==> src/rtl/iob_ila_dump_if.sv <==
// IOb initiator request/response channel plus the outbound sample stream of iob_ila_dump.
interface iob_ila_dump_if #(
  parameter int ADDR_W = 8,
  parameter int DATA_W = 32
);
  logic                  iob_valid_o;
  logic [ADDR_W-1:0]     iob_addr_o;
  logic [DATA_W-1:0]     iob_wdata_o;
  logic [DATA_W/8-1:0]   iob_wstrb_o;
  logic                  iob_ready_i;
  logic                  iob_rvalid_i;
  logic [DATA_W-1:0]     iob_rdata_i;
  logic [DATA_W-1:0]     tdata_o;
  logic                  tvalid_o;
  logic                  tready_i;
  logic                  tlast_o;

  modport master (
    output iob_valid_o, iob_addr_o, iob_wdata_o, iob_wstrb_o,
    input  iob_ready_i, iob_rvalid_i, iob_rdata_i,
    output tdata_o, tvalid_o, tlast_o,
    input  tready_i
  );

  modport slave (
    input  iob_valid_o, iob_addr_o, iob_wdata_o, iob_wstrb_o,
    output iob_ready_i, iob_rvalid_i, iob_rdata_i,
    input  tdata_o, tvalid_o, tlast_o,
    output tready_i
  );
endinterface

==> src/rtl/iob_ila_dump.sv <==
// ILA capture readout engine: walks N_SAMPLES/INDEX/SIGNAL_SELECT/SAMPLE_DATA over IOb and streams words.
// Optional header beat {16'hA5A5, n} when IOB_ILA_DUMP_HEADER_EN is defined.
module iob_ila_dump #(
  parameter int              ADDR_W             = 8,
  parameter int              DATA_W             = 32,
  parameter int              WORDS_PER_SAMPLE   = 2,
  parameter logic [ADDR_W-1:0] N_SAMPLES_ADDR     = ADDR_W'(8'h18),
  parameter logic [ADDR_W-1:0] INDEX_ADDR         = ADDR_W'(8'h0C),
  parameter logic [ADDR_W-1:0] SIGNAL_SELECT_ADDR = ADDR_W'(8'h10),
  parameter logic [ADDR_W-1:0] SAMPLE_DATA_ADDR   = ADDR_W'(8'h14)
) (
  input  logic            clk_i,
  input  logic            rst_i,
  input  logic            cke_i,
  input  logic            start_i,
  output logic            busy_o,
  output logic            done_o,
  iob_ila_dump_if.master  bus
);

  localparam int STRB_W = DATA_W / 8;
  localparam int W_W    = (WORDS_PER_SAMPLE > 1) ? $clog2(WORDS_PER_SAMPLE) : 1;
  localparam logic [W_W-1:0] W_LAST = W_W'(WORDS_PER_SAMPLE - 1);

  typedef enum logic [3:0] {
    S_IDLE, S_RD_N, S_WAIT_N, S_HDR, S_WR_IDX,
    S_WR_SEL, S_RD_DAT, S_WAIT_DAT, S_PUSH, S_FIN
  } state_t;

  typedef struct packed {
    logic              valid;
    logic [ADDR_W-1:0] addr;
    logic [DATA_W-1:0] wdata;
    logic [STRB_W-1:0] wstrb;
  } req_t;

  typedef struct packed {
    logic [DATA_W-1:0] data;
    logic              valid;
    logic              last;
  } strm_t;

  state_t          state_q, state_d;
  logic [15:0]     n_q, n_d;
  logic [15:0]     idx_q, idx_d;
  logic [W_W-1:0]  w_q, w_d;
  req_t            req_q, req_d;
  strm_t           strm_q, strm_d;
  logic            busy_q, busy_d;
  logic            done_q, done_d;
  logic [DATA_W-1:0] data_d;

  logic iob_acc, t_hs;
  assign iob_acc = req_q.valid & bus.iob_ready_i;
  assign t_hs    = strm_q.valid & bus.tready_i;

  always_comb begin
    state_d = state_q;
    n_d     = n_q;
    idx_d   = idx_q;
    w_d     = w_q;
    data_d  = strm_q.data;

    case (state_q)
      S_IDLE:     if (start_i) state_d = S_RD_N;
      S_RD_N:     if (iob_acc) state_d = S_WAIT_N;
      S_WAIT_N: begin
        if (bus.iob_rvalid_i) begin
          n_d   = bus.iob_rdata_i[15:0];
          idx_d = '0;
          w_d   = '0;
`ifdef IOB_ILA_DUMP_HEADER_EN
          state_d = S_HDR;
          data_d  = DATA_W'({16'hA5A5, bus.iob_rdata_i[15:0]});
`else
          state_d = (bus.iob_rdata_i[15:0] == 16'd0) ? S_FIN : S_WR_IDX;
`endif
        end
      end
`ifdef IOB_ILA_DUMP_HEADER_EN
      S_HDR:      if (t_hs) state_d = (n_q == 16'd0) ? S_FIN : S_WR_IDX;
`endif
      S_WR_IDX:   if (iob_acc) state_d = S_WR_SEL;
      S_WR_SEL:   if (iob_acc) state_d = S_RD_DAT;
      S_RD_DAT:   if (iob_acc) state_d = S_WAIT_DAT;
      S_WAIT_DAT: begin
        if (bus.iob_rvalid_i) begin
          data_d  = bus.iob_rdata_i;
          state_d = S_PUSH;
        end
      end
      S_PUSH: begin
        if (t_hs) begin
          if (w_q != W_LAST) begin
            w_d     = w_q + W_W'(1);
            state_d = S_WR_SEL;
          end else if (idx_q != n_q - 16'd1) begin
            w_d     = '0;
            idx_d   = idx_q + 16'd1;
            state_d = S_WR_IDX;
          end else begin
            state_d = S_FIN;
          end
        end
      end
      S_FIN:      state_d = S_IDLE;
      default:    state_d = S_IDLE;
    endcase

    // Outputs are decoded from the next state so every one of them leaves a flop.
    req_d = '0;
    case (state_d)
      S_RD_N: begin
        req_d.valid = 1'b1;
        req_d.addr  = N_SAMPLES_ADDR;
      end
      S_WR_IDX: begin
        req_d.valid = 1'b1;
        req_d.addr  = INDEX_ADDR;
        req_d.wdata = DATA_W'(idx_d);
        req_d.wstrb = '1;
      end
      S_WR_SEL: begin
        req_d.valid = 1'b1;
        req_d.addr  = SIGNAL_SELECT_ADDR;
        req_d.wdata = DATA_W'(w_d);
        req_d.wstrb = '1;
      end
      S_RD_DAT: begin
        req_d.valid = 1'b1;
        req_d.addr  = SAMPLE_DATA_ADDR;
      end
      default: req_d = '0;
    endcase

    strm_d.data  = data_d;
    strm_d.valid = (state_d == S_PUSH) || (state_d == S_HDR);
    strm_d.last  = ((state_d == S_PUSH) && (idx_d == n_d - 16'd1) && (w_d == W_LAST)) ||
                   ((state_d == S_HDR) && (n_d == 16'd0));
    busy_d = (state_d != S_IDLE);
    done_d = (state_d == S_FIN);
  end

  always_ff @(posedge clk_i) begin
    if (rst_i) begin
      state_q <= S_IDLE;
      n_q     <= '0;
      idx_q   <= '0;
      w_q     <= '0;
      req_q   <= '0;
      strm_q  <= '0;
      busy_q  <= 1'b0;
      done_q  <= 1'b0;
    end else if (cke_i) begin
      state_q <= state_d;
      n_q     <= n_d;
      idx_q   <= idx_d;
      w_q     <= w_d;
      req_q   <= req_d;
      strm_q  <= strm_d;
      busy_q  <= busy_d;
      done_q  <= done_d;
    end
  end

  assign busy_o          = busy_q;
  assign done_o          = done_q;
  assign bus.iob_valid_o = req_q.valid;
  assign bus.iob_addr_o  = req_q.addr;
  assign bus.iob_wdata_o = req_q.wdata;
  assign bus.iob_wstrb_o = req_q.wstrb;
  assign bus.tdata_o     = strm_q.data;
  assign bus.tvalid_o    = strm_q.valid;
  assign bus.tlast_o     = strm_q.last;

endmodule

==> src/flat_wrapper.sv <==
// flat-port wrapper written by rule: the top's interface ports become plain ports
module iob_ila_dump_flat 
#(
  parameter int              ADDR_W             = 8,
  parameter int              DATA_W             = 32,
  parameter int              WORDS_PER_SAMPLE   = 2,
  parameter logic [ADDR_W-1:0] N_SAMPLES_ADDR     = ADDR_W'(8'h18),
  parameter logic [ADDR_W-1:0] INDEX_ADDR         = ADDR_W'(8'h0C),
  parameter logic [ADDR_W-1:0] SIGNAL_SELECT_ADDR = ADDR_W'(8'h10),
  parameter logic [ADDR_W-1:0] SAMPLE_DATA_ADDR   = ADDR_W'(8'h14)
)
  (clk_i, rst_i, cke_i, start_i, busy_o, done_o, bus_iob_valid_o, bus_iob_addr_o, bus_iob_wdata_o, bus_iob_wstrb_o, bus_iob_ready_i, bus_iob_rvalid_i, bus_iob_rdata_i, bus_tdata_o, bus_tvalid_o, bus_tlast_o, bus_tready_i);
  iob_ila_dump_if #(.ADDR_W(ADDR_W), .DATA_W(DATA_W)) bus_i ();
  input  logic clk_i;
  input  logic rst_i;
  input  logic cke_i;
  input  logic start_i;
  output logic busy_o;
  output logic done_o;
  output wire logic [$bits(bus_i.iob_valid_o)-1:0] bus_iob_valid_o;
  output wire logic [$bits(bus_i.iob_addr_o)-1:0] bus_iob_addr_o;
  output wire logic [$bits(bus_i.iob_wdata_o)-1:0] bus_iob_wdata_o;
  output wire logic [$bits(bus_i.iob_wstrb_o)-1:0] bus_iob_wstrb_o;
  input wire logic [$bits(bus_i.iob_ready_i)-1:0] bus_iob_ready_i;
  input wire logic [$bits(bus_i.iob_rvalid_i)-1:0] bus_iob_rvalid_i;
  input wire logic [$bits(bus_i.iob_rdata_i)-1:0] bus_iob_rdata_i;
  output wire logic [$bits(bus_i.tdata_o)-1:0] bus_tdata_o;
  output wire logic [$bits(bus_i.tvalid_o)-1:0] bus_tvalid_o;
  output wire logic [$bits(bus_i.tlast_o)-1:0] bus_tlast_o;
  input wire logic [$bits(bus_i.tready_i)-1:0] bus_tready_i;
  assign bus_iob_valid_o = bus_i.iob_valid_o;
  assign bus_iob_addr_o = bus_i.iob_addr_o;
  assign bus_iob_wdata_o = bus_i.iob_wdata_o;
  assign bus_iob_wstrb_o = bus_i.iob_wstrb_o;
  assign bus_i.iob_ready_i = bus_iob_ready_i;
  assign bus_i.iob_rvalid_i = bus_iob_rvalid_i;
  assign bus_i.iob_rdata_i = bus_iob_rdata_i;
  assign bus_tdata_o = bus_i.tdata_o;
  assign bus_tvalid_o = bus_i.tvalid_o;
  assign bus_tlast_o = bus_i.tlast_o;
  assign bus_i.tready_i = bus_tready_i;
  iob_ila_dump #(.ADDR_W(ADDR_W), .DATA_W(DATA_W), .WORDS_PER_SAMPLE(WORDS_PER_SAMPLE), .N_SAMPLES_ADDR(N_SAMPLES_ADDR), .INDEX_ADDR(INDEX_ADDR), .SIGNAL_SELECT_ADDR(SIGNAL_SELECT_ADDR), .SAMPLE_DATA_ADDR(SAMPLE_DATA_ADDR)) u_core (.clk_i(clk_i), .rst_i(rst_i), .cke_i(cke_i), .start_i(start_i), .busy_o(busy_o), .done_o(done_o), .bus(bus_i));
endmodule
==> config.mk <==
export PLATFORM = sky130hd
export DESIGN_NAME = iob_ila_dump_flat
export DESIGN_NICKNAME = d
export VERILOG_FILES = /design/src/rtl/iob_ila_dump_if.sv /design/src/rtl/iob_ila_dump.sv /design/src/flat_wrapper.sv
export SDC_FILE = /design/constraint.sdc
export NUM_CORES = 1
export LEC_CHECK = 0
export ABC_AREA = 1
export ABC_CLOCK_PERIOD_IN_PS = 2700
export CAP_MARGIN = 20
export CORE_MARGIN = 1.5
export CORE_UTILIZATION = 25
export CTS_CLUSTER_DIAMETER = 200
export DETAILED_ROUTE_END_ITERATION = 12
export GPL_ROUTABILITY_DRIVEN = 0
export SLEW_MARGIN = 10
export SYNTH_ARGS = -nofsm -noshare
export SYNTH_HDL_FRONTEND = slang
export SYNTH_SLANG_ARGS = --single-unit
==> constraint.sdc <==
create_clock -name clk_i -period 2.7 [get_ports clk_i]
set_clock_uncertainty 0.15 [all_clocks]
set_input_delay 0.81 -clock clk_i [delete_from_list [all_inputs] [get_ports clk_i]]
set_output_delay 0.81 -clock clk_i [all_outputs]
set_load 0.02 [all_outputs]
==> results.md <==
- Outcome: complete, but fails checks
- Failing checks: setup timing
- Initial antenna violation count: 0
- Clock network fraction of design power: 30.7%
- Share of layout cells above drive strength 1: 32.6%
- Reg2Reg Depth: 23
- Final WS setup: -172 ps
- Net switching power: 1.38 mW
- WL per Instance: 14.3 um
- WHS: 294 ps
- #FFs+latches synth: 94
- Root Driver: clkbuf_16
- Remaining antenna violation count: 0
- CP startpoint: u_core.n_q[0]
- Hold Vio Cnt, Final: 0
- Remaining DRCs: 0
- Period minus WS final: 2870 ps
- GRT Util Overall: 16.9%
- DRT Pass-1 Iters: 6
- Leakage power: 4.70 nW
- Num CTS Buffers: 9
- Worst endpoint required time: 2850 ps
- CTS H-Tree Depth: 3
- R2r setup slk: -170 ps
- Sequential fraction of the synthesis area: 29.7%
- NumNets Final: 1337
- HP Class: flop to flop
- CTS tree: yes
- Pwr Total: 4.02 mW
- Final period utilization: 106%
- Post-DR vias/cell: 4.58
- Final instance area: 10400 um2
- Diode count: 0
- Placed cell area: 8850 um2
- Hold path cells: 2
- Critical-path cell list: clkinv_4, ha_4, inv_2, nand2_2, nand2_2, nor2_4, nand2_1, nor2_1, nand2_1, nor2_2, nand3_4, nor2_4, buf_6, nor2_2, nor2_1, nand2_1, nand3b_1, nand3_1, nor2_2, nand2_1, nor2_1, nand2_1, a21oi_2
- Crit-path slowest cell: dfxtp_2
- Core box area: 25000 um2
- Worst-Skew Late Latency: 360 ps
- Buffers on Ports: 98
- Rows: 58
- Critical Setup Path Class: flop to flop
- RSZ-0062 raised after global routing: yes
- Drt total wl: 23300 um
- Cell internal pwr: 2.63 mW
- Die H: 162 um
- Max Cap Viol: 0
- Drt first-iter violations: 610
- Worst path arrival time: 3020 ps
- Comb pwr share: 33.0%
- Post-synth EDFFs: 0
- CTS Hold Bufs: 0
- Clock tree buffer depth: 2
- Fraction of registers with async set/reset: 0%
- Final setup fails: 20
- Most Frequent Cell on Critical Path: nand2_1
- I/O pin count: 120
- Final HPWL from detailed placement: 17100 um
- Initial core utilization: 25.3%
- CP Launch Type: flop
- Sequential power share: 36.2%
- P per Cell Area: 387 nW/um2
- Max-slew violations: 0
- Crit path to: u_core.bus.tlast_o
- Mapped Area: 6340 um2
- Reg clk slew, reported paths: 70 ps
- FF-to-FF Start: u_core.n_q[0]
- Max Clk Rate: 0.348 GHz
- First-pass GRT wire length: 34900 um
- Sw Ratio: 34.5%
- Worst R2R End: u_core.bus.tlast_o
- CP Capture Type: flop
- Avg Cell Area, Syn: 6.17 um2
- Largest net degree at the start of global routing: 65
- Critical Path Fanout Max: 3
- DIE WIDTH: 162 um
- Total gr overflow: 0
- Fill count: 2559
- Vias in the first global route: 6623
- Total number of vias: 7459
- Die area: 26300 um2
- Post-synthesis cell type count: 48
- P&R area growth vs syn: 63.7%
- IR drop worst, VDD: 278 uV
- Syn Inst Count: 1028
- Clock tree sinks: 94
- Ys flop type: dfxtp_1
- Delay of the slowest cell on the worst path: 360 ps
- Synth Warn #: 0
## registers in the layout, indices dropped and copies added, names as in the netlist
signal                  flops
u_core.state_q              4
u_core.w_q                  1
u_core.bus.tvalid_o         1
u_core.busy_o               1
u_core.bus.iob_addr_o       3
u_core.bus.iob_wdata_o     16
u_core.bus.iob_valid_o      1
u_core.bus.tlast_o          1
u_core.done_o               1
u_core.bus.iob_wstrb_o      1
u_core.n_q                 16
u_core.idx_q               16
u_core.bus.tdata_o         32
## cell usage in the layout (no fill, tap or decap), types with 9 or more instances in the layout
cell	n
nand2_1	224
buf_4	162
inv_1	140
dfxtp_1	90
clkdlybuf4s50_1	84
o21ai_0	63
a21oi_1	61
nor2_1	55
nand3_1	50
nand2_2	37
nor2_4	31
buf_6	29
conb_1	21
nand3_2	19
nand4_1	19
nor2_2	18
a21oi_2	17
nand2_4	14
xor2_1	12
inv_2	11
clkbuf_16	9
## cells in the mapped netlist, types with 4 or more instances
master,n,share of area (%)
nand3_2,5,0.79
buf_4,27,3.2
nand4_1,19,1.9
ha_1,4,0.79
nor2_4,7,1.2
xor2_1,14,1.9
dfxtp_1,94,30
clkinv_1,4,0.24
clkbuf_1,30,1.8
inv_2,5,0.30
o21ai_0,67,5.3
nor2_1,95,5.6
nand3b_1,7,0.83
o21a_1,8,0.95
nand3_1,72,5.7
nor3_1,11,0.87
nor4_1,4,0.39
xnor2_1,6,0.83
nand2_1,272,16
inv_1,147,8.7
o211ai_1,4,0.47
a21oi_1,77,6.1
o21ai_2,8,1.1
## metrics by stage
stage | utilization [%] | std cells | setup slack, ps | setup TNS, ps
detailed placement | 35.4 | 1582 | -777 | -22590
CTS | 37.8 | 1605 | -218 | -484
global placement | 35.4 | 1582 | -735 | -22870
global route | 41.5 | 1629 | -364 | -4380
finish | 41.5 | 1629 | -172 | -1300
floorplan | - | 1048 | 1.68 | 0
## metal layers
metal / track usage, % / vias to the layer above / part of all wire, %
met5: 0 / - / 0
li1: - / 3759 / -
met4: 5.80 / 0 / 2.1
met1: 22.9 / 3447 / 45
met2: 27.3 / 212 / 47
met3: 2.71 / 41 / 5.8
## what timing repair did
item                       in CTS  in global routing
setup endpoints to repair      44                 42
cloned                          0                  3
setup buffers                   7                 23
gates resized for setup        92                187
pin swaps                      36                 88
## power groups by stage
| stage | sequential [mW] | clock (mW) | combinational, mW |
|---|---|---|---|
| finish | 1.46 | 1.24 | 1.33 |
| CTS | 1.45 | 1.27 | 1.13 |
| detailed placement | 1.48 | 0 | 1.07 |
| floorplan | 1.49 | 0 | 0.627 |
| global placement | 1.48 | 0 | 1.06 |
| global route | 1.46 | 1.33 | 1.45 |
## final cells by class
cell class | instances | area, um2 | share of cell area (%)
clock buffers | 10 | 229 | 2.21
inverters | 156 | 608 | 5.86
clock inverters | 6 | 46.3 | 0.446
multi-input cells | 734 | 4500 | 43.3
flip-flops and latches | 94 | 1890 | 18.2
repair inverters | 1 | 11.3 | 0.108
repair buffers | 298 | 2690 | 25.9
well taps | 330 | 413 | 3.98
## logic make-up (layout without fill, tap and decap cells)
| logic type | after synthesis | count (layout) | share of synthesized area, % |
|---|---|---|---|
| AOI/OAI and AO/OA | 182 | 182 | 16.2 |
| xor gates and xnor gates | 22 | 22 | 3.27 |
| adders and majority gates | 4 | 4 | 0.789 |
| buffers and inverters | 221 | 471 | 15.0 |
| DFF | 94 | 94 | 29.7 |
| other | 1 | 21 | 0.0591 |
| and+or+nand+nor | 504 | 505 | 35.0 |
## worst min path at each step
| stage | slack [ps] | end | start |
|---|---|---|---|
| after floorplan | 330 | u_core.idx_q[13] | u_core.idx_q[13] |
| after global placement | 280 | u_core.bus.tdata_o[18] | u_core.bus.tdata_o[18] |
| after detailed placement | 290 | u_core.bus.tdata_o[20] | u_core.bus.tdata_o[20] |
| after CTS | 300 | u_core.bus.tdata_o[20] | u_core.bus.tdata_o[20] |
| after global routing | 310 | u_core.bus.tdata_o[22] | u_core.bus.tdata_o[22] |
| final | 290 | u_core.bus.tdata_o[0] | u_core.bus.tdata_o[0] |
## critical path, delay by kind of cell, from the launching register on
kind / cells / cell delay, ps
simple gates: 18 / 1710
flops: 1 / 360
fa+ha+maj: 1 / 260
buf+inv: 3 / 210
compound gates: 1 / 100
No activity file was read; power rests on OpenSTA's default activity.
